[config.mk]
export PLATFORM = sky130hd
export DESIGN_NAME = siso_sequencer
export DESIGN_NICKNAME = d
export VERILOG_FILES = /design/src/rtl/hdsiso8_pkg.sv /design/src/rtl/johnson4.sv /design/src/rtl/siso_sequencer.sv
export SDC_FILE = /design/constraint.sdc
export NUM_CORES = 1
export LEC_CHECK = 0
export CORE_MARGIN = 2
export CORE_UTILIZATION = 35
export CTS_BUF_LIST = sky130_fd_sc_hd__clkbuf_8 sky130_fd_sc_hd__clkbuf_16
export DETAILED_ROUTE_END_ITERATION = 10
export HOLD_SLACK_MARGIN = 0.02
export PLACE_DENSITY = 0.62
export SYNTH_ARGS = -nofsm -noshare
export SYNTH_HDL_FRONTEND = slang
export SYNTH_SLANG_ARGS = --single-unit
export TNS_END_PERCENT = 10
[constraint.sdc]
create_clock -name CLK -period 2.21 [get_ports CLK]
set_clock_uncertainty 0.1 [all_clocks]
set_input_delay 0.442 -clock CLK [delete_from_list [all_inputs] [get_ports CLK]]
set_output_delay 0.442 -clock CLK [all_outputs]
set_load 0.005 [all_outputs]
[src/rtl/hdsiso8_pkg.sv]
// Shared definitions for the HDSISO8 phase sequencer: Johnson state codes,
// the advance and index helpers, and the sequencer FSM encoding.
package hdsiso8_pkg;

    localparam logic [3:0] J_S0 = 4'b0000;
    localparam logic [3:0] J_S1 = 4'b0001;
    localparam logic [3:0] J_S2 = 4'b0011;
    localparam logic [3:0] J_S3 = 4'b0111;
    localparam logic [3:0] J_S4 = 4'b1111;
    localparam logic [3:0] J_S5 = 4'b1110;
    localparam logic [3:0] J_S6 = 4'b1100;
    localparam logic [3:0] J_S7 = 4'b1000;

    typedef struct packed {
        logic       legal;
        logic [2:0] idx;
    } j_index_t;

    typedef enum logic [1:0] {
        ST_IDLE  = 2'd0,
        ST_FREE  = 2'd1,
        ST_DRAIN = 2'd2,
        ST_BURST = 2'd3
    } seq_state_t;

    function automatic logic [3:0] johnson_next(input logic [3:0] j);
        return {j[2:0], ~j[3]};
    endfunction

    // Position of a code within the revolution; legal is low for the
    // eight codes a 4-bit Johnson ring never visits.
    function automatic j_index_t johnson_index(input logic [3:0] j);
        j_index_t r;
        r.legal = 1'b1;
        r.idx   = 3'd0;
        case (j)
            J_S0:    r.idx = 3'd0;
            J_S1:    r.idx = 3'd1;
            J_S2:    r.idx = 3'd2;
            J_S3:    r.idx = 3'd3;
            J_S4:    r.idx = 3'd4;
            J_S5:    r.idx = 3'd5;
            J_S6:    r.idx = 3'd6;
            J_S7:    r.idx = 3'd7;
            default: r.legal = 1'b0;
        endcase
        return r;
    endfunction

endpackage

[src/rtl/johnson4.sv]
// 4-bit Johnson ring with advance/clear, legality check and the one-hot
// strobe pattern of the state it would advance into.
module johnson4
    import hdsiso8_pkg::*;
(
    input  logic       i_clk,
    input  logic       i_rst_n,
    input  logic       i_adv,
    input  logic       i_clr,
    output logic [3:0] o_state,
    output logic [3:0] o_next,
    output logic       o_legal,
    output logic [7:0] o_next_onehot
);

    logic [3:0] r_state;
    j_index_t   w_cur;
    logic [2:0] w_next_idx;

    assign w_cur      = johnson_index(r_state);
    assign w_next_idx = w_cur.idx + 3'd1;

    assign o_state       = r_state;
    assign o_next        = johnson_next(r_state);
    assign o_legal       = w_cur.legal;
    assign o_next_onehot = w_cur.legal ? (8'd1 << w_next_idx) : 8'd0;

    // Ring register; clear wins so an illegal code always recovers to 0000.
    always_ff @(posedge i_clk or negedge i_rst_n) begin
        if (!i_rst_n) begin
            r_state <= J_S0;
        end else if (i_clr) begin
            r_state <= J_S0;
        end else if (i_adv) begin
            r_state <= johnson_next(r_state);
        end
    end

endmodule

[src/rtl/siso_sequencer.sv]
// Phase sequencer for the HDSISO8 SISO: drives the Johnson ring, the
// one-hot phase strobes, the per-bit shift tick and the LFSR8 enable.
//
// state    | meaning
// ---------+-------------------------------------------------------------
// ST_IDLE  | parked; accepts BURST_GO, RUN or a single STEP
// ST_FREE  | advancing every cycle while RUN is high
// ST_DRAIN | RUN dropped mid-revolution; advancing until 0000 is entered
// ST_BURST | advancing for BURST_LEN revolutions, then DONE
module siso_sequencer
    import hdsiso8_pkg::*;
#(
    parameter int LEN_W = 8
) (
    input  logic             CLK,
    input  logic             RESET,
    input  logic             RUN,
    input  logic             STEP,
    input  logic             BURST_GO,
    input  logic [LEN_W-1:0] BURST_LEN,
    input  logic             LFSR_EN,
    output logic [3:0]       JOHNSON,
    output logic [7:0]       PULSES,
    output logic             SHIFT_TICK,
    output logic             LFSR_TICK,
    output logic             BUSY,
    output logic             DONE,
    output logic             ERR
);

    logic [3:0]       w_j;
    logic [3:0]       w_j_next;
    logic             w_legal;
    logic [7:0]       w_nxt_onehot;
    logic             w_adv;
    logic             w_clr;
    logic             w_wrap;
    logic             w_step_rise;
    logic             w_done;
    seq_state_t       w_fsm_nxt;
    logic [LEN_W-1:0] w_cnt_nxt;

    seq_state_t       r_fsm;
    logic [LEN_W-1:0] r_cnt;
    logic             r_step_d;
    logic [7:0]       r_pulses;
    logic             r_tick;
    logic             r_lfsr_tick;
    logic             r_busy;
    logic             r_done;
    logic             r_err;

    johnson4 u_jc (
        .i_clk        (CLK),
        .i_rst_n      (RESET),
        .i_adv        (w_adv),
        .i_clr        (w_clr),
        .o_state      (w_j),
        .o_next       (w_j_next),
        .o_legal      (w_legal),
        .o_next_onehot(w_nxt_onehot)
    );

    assign w_wrap      = (w_j_next == J_S0);
    assign w_step_rise = STEP & ~r_step_d;

    // Next-state, advance and burst-count decisions; an illegal ring code
    // overrides everything and drops the sequencer back to IDLE.
    always_comb begin
        w_adv     = 1'b0;
        w_clr     = 1'b0;
        w_done    = 1'b0;
        w_fsm_nxt = r_fsm;
        w_cnt_nxt = r_cnt;
        if (!w_legal) begin
            w_clr     = 1'b1;
            w_fsm_nxt = ST_IDLE;
            w_cnt_nxt = '0;
        end else begin
            case (r_fsm)
                ST_IDLE: begin
                    if (BURST_GO) begin
                        if (BURST_LEN != '0) begin
                            w_fsm_nxt = ST_BURST;
                            w_cnt_nxt = BURST_LEN;
                        end else begin
                            w_done = 1'b1;
                        end
                    end else if (RUN) begin
                        w_fsm_nxt = ST_FREE;
                    end else if (w_step_rise) begin
                        w_adv = 1'b1;
                    end
                end
                ST_FREE: begin
                    if (RUN) begin
                        w_adv = 1'b1;
                    end else if (w_j == J_S0) begin
                        w_fsm_nxt = ST_IDLE;
                    end else begin
                        w_adv     = 1'b1;
                        w_fsm_nxt = w_wrap ? ST_IDLE : ST_DRAIN;
                    end
                end
                ST_DRAIN: begin
                    w_adv = 1'b1;
                    if (w_wrap) begin
                        w_fsm_nxt = ST_IDLE;
                    end
                end
                ST_BURST: begin
                    w_adv = 1'b1;
                    if (w_wrap) begin
                        w_cnt_nxt = r_cnt - LEN_W'(1);
                        if (r_cnt == LEN_W'(1)) begin
                            w_done    = 1'b1;
                            w_fsm_nxt = ST_IDLE;
                        end
                    end
                end
                default: w_fsm_nxt = ST_IDLE;
            endcase
        end
    end

    // FSM, burst counter, STEP history and all registered outputs. BUSY
    // trails the state by one edge so it covers the final 0000 entry.
    always_ff @(posedge CLK or negedge RESET) begin
        if (!RESET) begin
            r_fsm       <= ST_IDLE;
            r_cnt       <= '0;
            r_step_d    <= 1'b0;
            r_pulses    <= 8'd0;
            r_tick      <= 1'b0;
            r_lfsr_tick <= 1'b0;
            r_busy      <= 1'b0;
            r_done      <= 1'b0;
            r_err       <= 1'b0;
        end else begin
            r_fsm       <= w_fsm_nxt;
            r_cnt       <= w_cnt_nxt;
            r_step_d    <= STEP;
            r_pulses    <= w_adv ? w_nxt_onehot : 8'd0;
            r_tick      <= w_adv & w_wrap;
            r_lfsr_tick <= w_adv & w_wrap & LFSR_EN;
            r_busy      <= (r_fsm != ST_IDLE);
            r_done      <= w_done;
            r_err       <= r_err | ~w_legal;
        end
    end

    assign JOHNSON    = w_j;
    assign PULSES     = r_pulses;
    assign SHIFT_TICK = r_tick;
    assign LFSR_TICK  = r_lfsr_tick;
    assign BUSY       = r_busy;
    assign DONE       = r_done;
    assign ERR        = r_err;

endmodule

; ---- Yosys cells after proc, flatten, opt, wreduce, memory -nomap -nowiden
; Cells that the tools add are included.
[classes]
div = 0
add_sub_neg = 2
n_eq_ne = 21
mux = 35
bitwise_logic = 7
n_reduce_logical = 9
mul = 0
shifts = 1
order_cmp = 0
[ops]
columns = cell, n
row1 = $mux W8, 6
row2 = $pmux W3 S7, 1
row3 = $mux W2, 10
row4 = $ne A3 B3 Y1 const B, 6
row5 = $eq A4 B4 Y1 const B, 4
row6 = $pmux W8 S2, 1
row7 = $mux W1, 12
row8 = $eq A8 B1 Y1 const B, 1
row9 = $logic_not A4 Y1, 2
row10 = $mux W4, 2
row11 = $ne A4 B4 Y1 const B, 2
row12 = $pmux W2 S4, 1
row13 = $reduce_bool A8 Y1, 1
row14 = $reduce_or A8 Y1, 1
row15 = $shl A1 B3 Y8 const A, 1
row16 = $sub A8 B1 Y8 const B, 1
row17 = $reduce_and A6 Y1, 1
row18 = $eq A2 B2 Y1 const B, 2
row19 = $eq A4 B1 Y1 const B, 1
row20 = $eq A4 B2 Y1 const B, 1
row21 = $eq A4 B3 Y1 const B, 1
row22 = $reduce_and A4 Y1, 1
row23 = $add A3 B1 Y3 const B, 1
row24 = $and A1 B1 Y1, 3
row25 = other kinds (10), 12
[word_totals]
out_inout_bits = 17
elab_cells = 85
ram_bits = 0
reg_bits = 28
input_bits = 14
latch_bits = 0
mem_bits_ro = 0
n_memories = 0

; ---- Logic depth before layout (Yosys ltp)
[depth]
ltp_word = 9
depth_mapped = 8
mapped_depth_nobuf = 7

; ---- Modules after synthesis
; A second synthesis with hierarchy kept.
[hier_totals]
hier_cells = 173
hier_area_um2 = 1707.9
[by_module_without_submodules]
columns = module, instances, cells_each, seq_area_each_um2, area_per_inst_um2
row1 = siso_sequencer, 1, 137, 600.6, 1385.1
row2 = johnson4, 1, 36, 100.1, 322.8

; ---- Least setup slack after synthesis
; No wires, ideal clock.
[synth_timing]
path_kind = flip-flop to flip-flop
start = register u_jc.r_state[1] (netlist: u_jc.o_state[1])
end = register r_fsm[0]
synth_period_minus_slack_ns = 2.051
stages_incl_launch_ff = 7
arrival_ns = 1.830
required_time_ns = 1.989
setup_slack_ns = 0.159
n_path_buf = 1
setup_ns = 0.121
cell_sequence = dfrtp_1 -> buf_6 -> or4b_4 -> a22o_1 -> a221oi_2 -> o21bai_1 -> a22o_1
[synth_via]
elab_chain_len = 5
word_cells_on_any_way = 22
classes_between = eq/ne (13) / mux (5) / reduce/logical (4)
[synth_lines]
columns = item, line
row1 = from (decl), johnson4.sv:16  ; logic [3:0] r_state;
row2 = from (signal assigned), johnson4.sv:35  ; r_state <= johnson_next(r_state);
row3 = $eq A4 B1 Y1 (tied with other cells), hdsiso8_pkg.sv:36  ; case (j)
row4 = $reduce_or A8 Y1 (no source line) or $mux W2 (tied branches), -
row5 = $mux W1 or $mux W2 (tied branches), "hdsiso8_pkg.sv:36, siso_sequencer.sv:96"
row6 = $ne A4 B4 Y1 (no source line) (tied with other cells), -
row7 = $reduce_and A6 Y1 (no source line) or $mux W2 (tied branches), -
row8 = to (signal assigned), siso_sequencer.sv:140  ; r_fsm <= w_fsm_nxt;
row9 = to (decl), siso_sequencer.sv:43  ; seq_state_t r_fsm;
; Several ways; a longest one is shown, not always the timed one. The select of a mux whose other input is x is not followed.
; A chain may end at the register's enable or synchronous reset.

; ---- Worst setup path after layout
[layout_timing]
start = register r_cnt[0]
end = register r_cnt[6]
[layout_via]
elab_chain_len = 4
[layout_lines]
columns = item, line
row1 = from (decl), siso_sequencer.sv:44  ; logic [LEN_W-1:0] r_cnt;
row2 = from (signal assigned), siso_sequencer.sv:141  ; r_cnt <= w_cnt_nxt;
row3 = $sub A8 B1 Y8, siso_sequencer.sv:114  ; w_cnt_nxt = r_cnt - LEN_W'(1);
row4 = $mux W8, siso_sequencer.sv:113  ; if (w_wrap) begin
row5 = $pmux W8 S2, siso_sequencer.sv:80  ; case (r_fsm)
row6 = $mux W8, siso_sequencer.sv:75  ; if (!w_legal) begin
; Every way passes these cells. The select of a mux whose other input is x is not followed.

==> flow_summary.ini <==
[status]
status = completed

[critical_path]
critPathBufInv = 1
worst-endpoint-arrival_ns = 2.17
critPathRequiredTime_ns = 2.26
cp-end-kind = flip-flop
critPathSlowestCell = or3b_2
cp_top_family = compound AO/OA/AOI/OAI gates
slowest_delay_ns = 0.50
crit_type = flip-flop to flip-flop
crit_top_cell = o21ai_0
start_kind = flip-flop
cp_cell_sequence = inv_1 > ha_1 > or3b_2 > o31ai_1 > o22ai_1 > o21ai_0 > o21ai_0
crit_path_max_fanout = 6

[floorplanning]
core-area_um2 = 4324
ios = 31
initial_core_util_pct = 36.20
die_h_um = 70.88
dieWidth_um = 70.88
rows = 24
design.die.area_um2 = 5023

[sta]
tightest_slew_ns = 0.3994
hold_violations = 0
max_slew_margin_pct = 73.17
period_minus_slack_ns = 2.120
slew_viol_final = 0
totalNegativeSetupSlack_ns = 0
min_period_over_period_pct = 95.95
finalSetupViolCount = 0
timing.fmax_mhz = 471.6
hold_slack_ns = 0.3904
rsz0062_at_grt = no

[power_and_ir_drop]
p_switching_w = 0.001089
leakage_nw = 0.8610
seqPwrFrac_pct = 32.0
p_int_w = 0.001512
ir_drop_mv = 0.4115
powerDensity_nw_per_um2 = 1254
power.share.clock_pct = 12.1
p_comb_share_pct = 55.9
sw_frac_of_total_pct = 41.86

[clock_tree]
postCtsSetupRepairBufs = 0
numCtsBuffers = 3
cts_tree = yes
clock_latency_ns = 0.27
cts_root_buf = clkbuf_8
cts_num_sinks = 28
h-tree-depth = 1
clk_pin_slew_worst_paths_ns = 0.10
clockBufferDepth = 2

[layout]
final_layout_size_suffix_gt1_share_pct = 15.61
ff_latch_area_um2 = 705.7
fillers = 414
fin_nets = 226
layout.cells.non_filler = 257
synthToLayoutAreaGrowth_pct = 32.45
final_area_um2 = 2073
diodes = 0
multiInputGateArea_um2 = 797.0
final_core_util_pct = 47.95

[yosys]
ys_seq_area_share_pct = 44.76
synthArstFlopShare_pct = 100.0
yosys_warnings = 0
synth-edff-count = 0
avgSynthCellArea_um2 = 9.486
synth_top_cell_by_area = dfrtp_1
syn_nets = 185
synth-main-ff-cell = dfrtp_1
synth_most_common_cell = dfrtp_1
synth_top_area_share_pct = 44.76
syn_inst = 165
synth.distinct_cells = 48
netlist_top_cells_area = dfrtp_1 45%, ha_1 4.8%, nor2_1 4.1%
synth_area_um2 = 1565
synthTopCellsByCount = 28 x dfrtp_1, 17 x nor2_1, 12 x o21ai_0
ys_seq_elements = 28

[placed_design]
dp_hpwl_mm = 2.793
place_area_um2 = 1998
io_buffers = 30
dp.cells = 253
routabilityCongestion = 0.8839

[grt]
grt_max_degree = 29
grt_pass1_wl_mm = 6.430
antenna_found_initial = 0
grt_pass1_vias = 1436
track_usage_pct = 15.91
overflow = 0

[routing]
drc = 0
vias = 1430
wirelength_mm = 3.717
avgRoutedWirePerCell_um = 14.46
drtIter0Drc = 44
dr.pass1.iters = 4
ant_nets = 0
via_per_inst = 5.564

[hold_path]
hold_class = flip-flop to flip-flop

[flow_run]
cap_viol_max_count = 0
==> logic make-up (layout without fill, tap and decap cells) <==
logic type	Yosys count	in the layout	synth area share, %
adder cells (fa/ha/maj)	6	6	4.796
flip-flops	28	28	44.76
buffers and inverters	18	58	5.275
AO/OA/AOI/OAI	47	47	20.39
AND/OR/NAND/NOR	60	60	20.87
multiplexers	6	6	3.917
==> registers in the layout (all words and copies together), names as in the netlist <==
| register | cells |
|---|---|
| DONE | 1 |
| ERR | 1 |
| r_cnt | 8 |
| r_step_d | 1 |
| BUSY | 1 |
| r_fsm | 2 |
| LFSR_TICK | 1 |
| SHIFT_TICK | 1 |
| u_jc.o_state | 4 |
| PULSES | 8 |
==> stage by stage <==
stage	total power [W]	worst slack, ns
after floorplan	0.001719	0.1589
after global placement	0.002195	-0.06071
after global routing	0.002810	0.008055
final	0.002601	0.08959
after CTS	0.002573	0.04363
after detailed placement	0.002250	-0.1426
==> routing by layer <==
| metal | GRT usage (%) | vias to the layer above | routed length (µm) |
|---|---|---|---|
| met4 | 9.434 | 0 | 110 |
| met5 | 0 | - | 0 |
| li1 | - | 687 | - |
| met1 | 19.58 | 686 | 1637 |
| met3 | 3.704 | 12 | 220 |
| met2 | 25.44 | 45 | 1748 |
==> final timing paths <==
path                            startpoint         endpoint  slack (ns)  cells past startpoint
worst max-delay path              r_cnt[0]         r_cnt[6]        0.09                      7
worst min-delay path                   ERR              ERR        0.39                      1
worst max register to register    r_cnt[0]         r_cnt[6]        0.09                      7
worst min register to register         ERR              ERR        0.39                      1
max in group asynchronous            RESET  u_jc.o_state[2]        1.29                      2
min in group asynchronous            RESET             DONE        0.43                      2
==> power groups by stage <==
| stage | sequential (W) | combinational [W] | clock (W) |
|---|---|---|---|
| CTS | 0.000827 | 0.00142 | 0.000322 |
| finish | 0.000832 | 0.00145 | 0.000316 |
| global route | 0.000858 | 0.00161 | 0.000347 |
| detailed placement | 0.000833 | 0.00142 | 0 |
| floorplan | 0.000775 | 0.000944 | 0 |
| global placement | 0.000819 | 0.00138 | 0 |
==> layout by cell type, fill, tap and decap left out, drive strengths merged, types with 3 or more instances in the layout <==
cell / instances
clkdlybuf4s50: 30
dfrtp: 28
nor2: 18
buf: 16
o21ai: 13
nor3: 11
a21oi: 10
inv: 7
nand2: 7
ha: 6
mux2i: 5
o22ai: 5
o31ai: 5
clkbuf: 4
or4: 3
nor4: 3
a22o: 3
a221oi: 3
==> worst reg2reg max path, delay by kind of cell (launching register included) <==
kind,cells,cell delay [ns]
fa+ha+maj,1,0.20
buf+inv,1,0.07
simple gates,1,0.50
flops,1,0.45
compound gates,4,0.68
==> cell type report <==
class                      instances  share of cell area (%)
sequential                        28                   34.04
timing repair buffer              46                   20.28
tap                               52                   3.138
inverter                           8                   1.448
clock buffer                       4                   2.655
multi-input combinational        119                   38.44
==> what timing repair did <==
| action | in CTS | in global routing |
|---|---|---|
| endpoints found under the setup margin | 0 | 5 |
| resized for setup | 0 | 6 |
| hold buffers | 0 | 0 |
(Power assumes the default switching activity.)
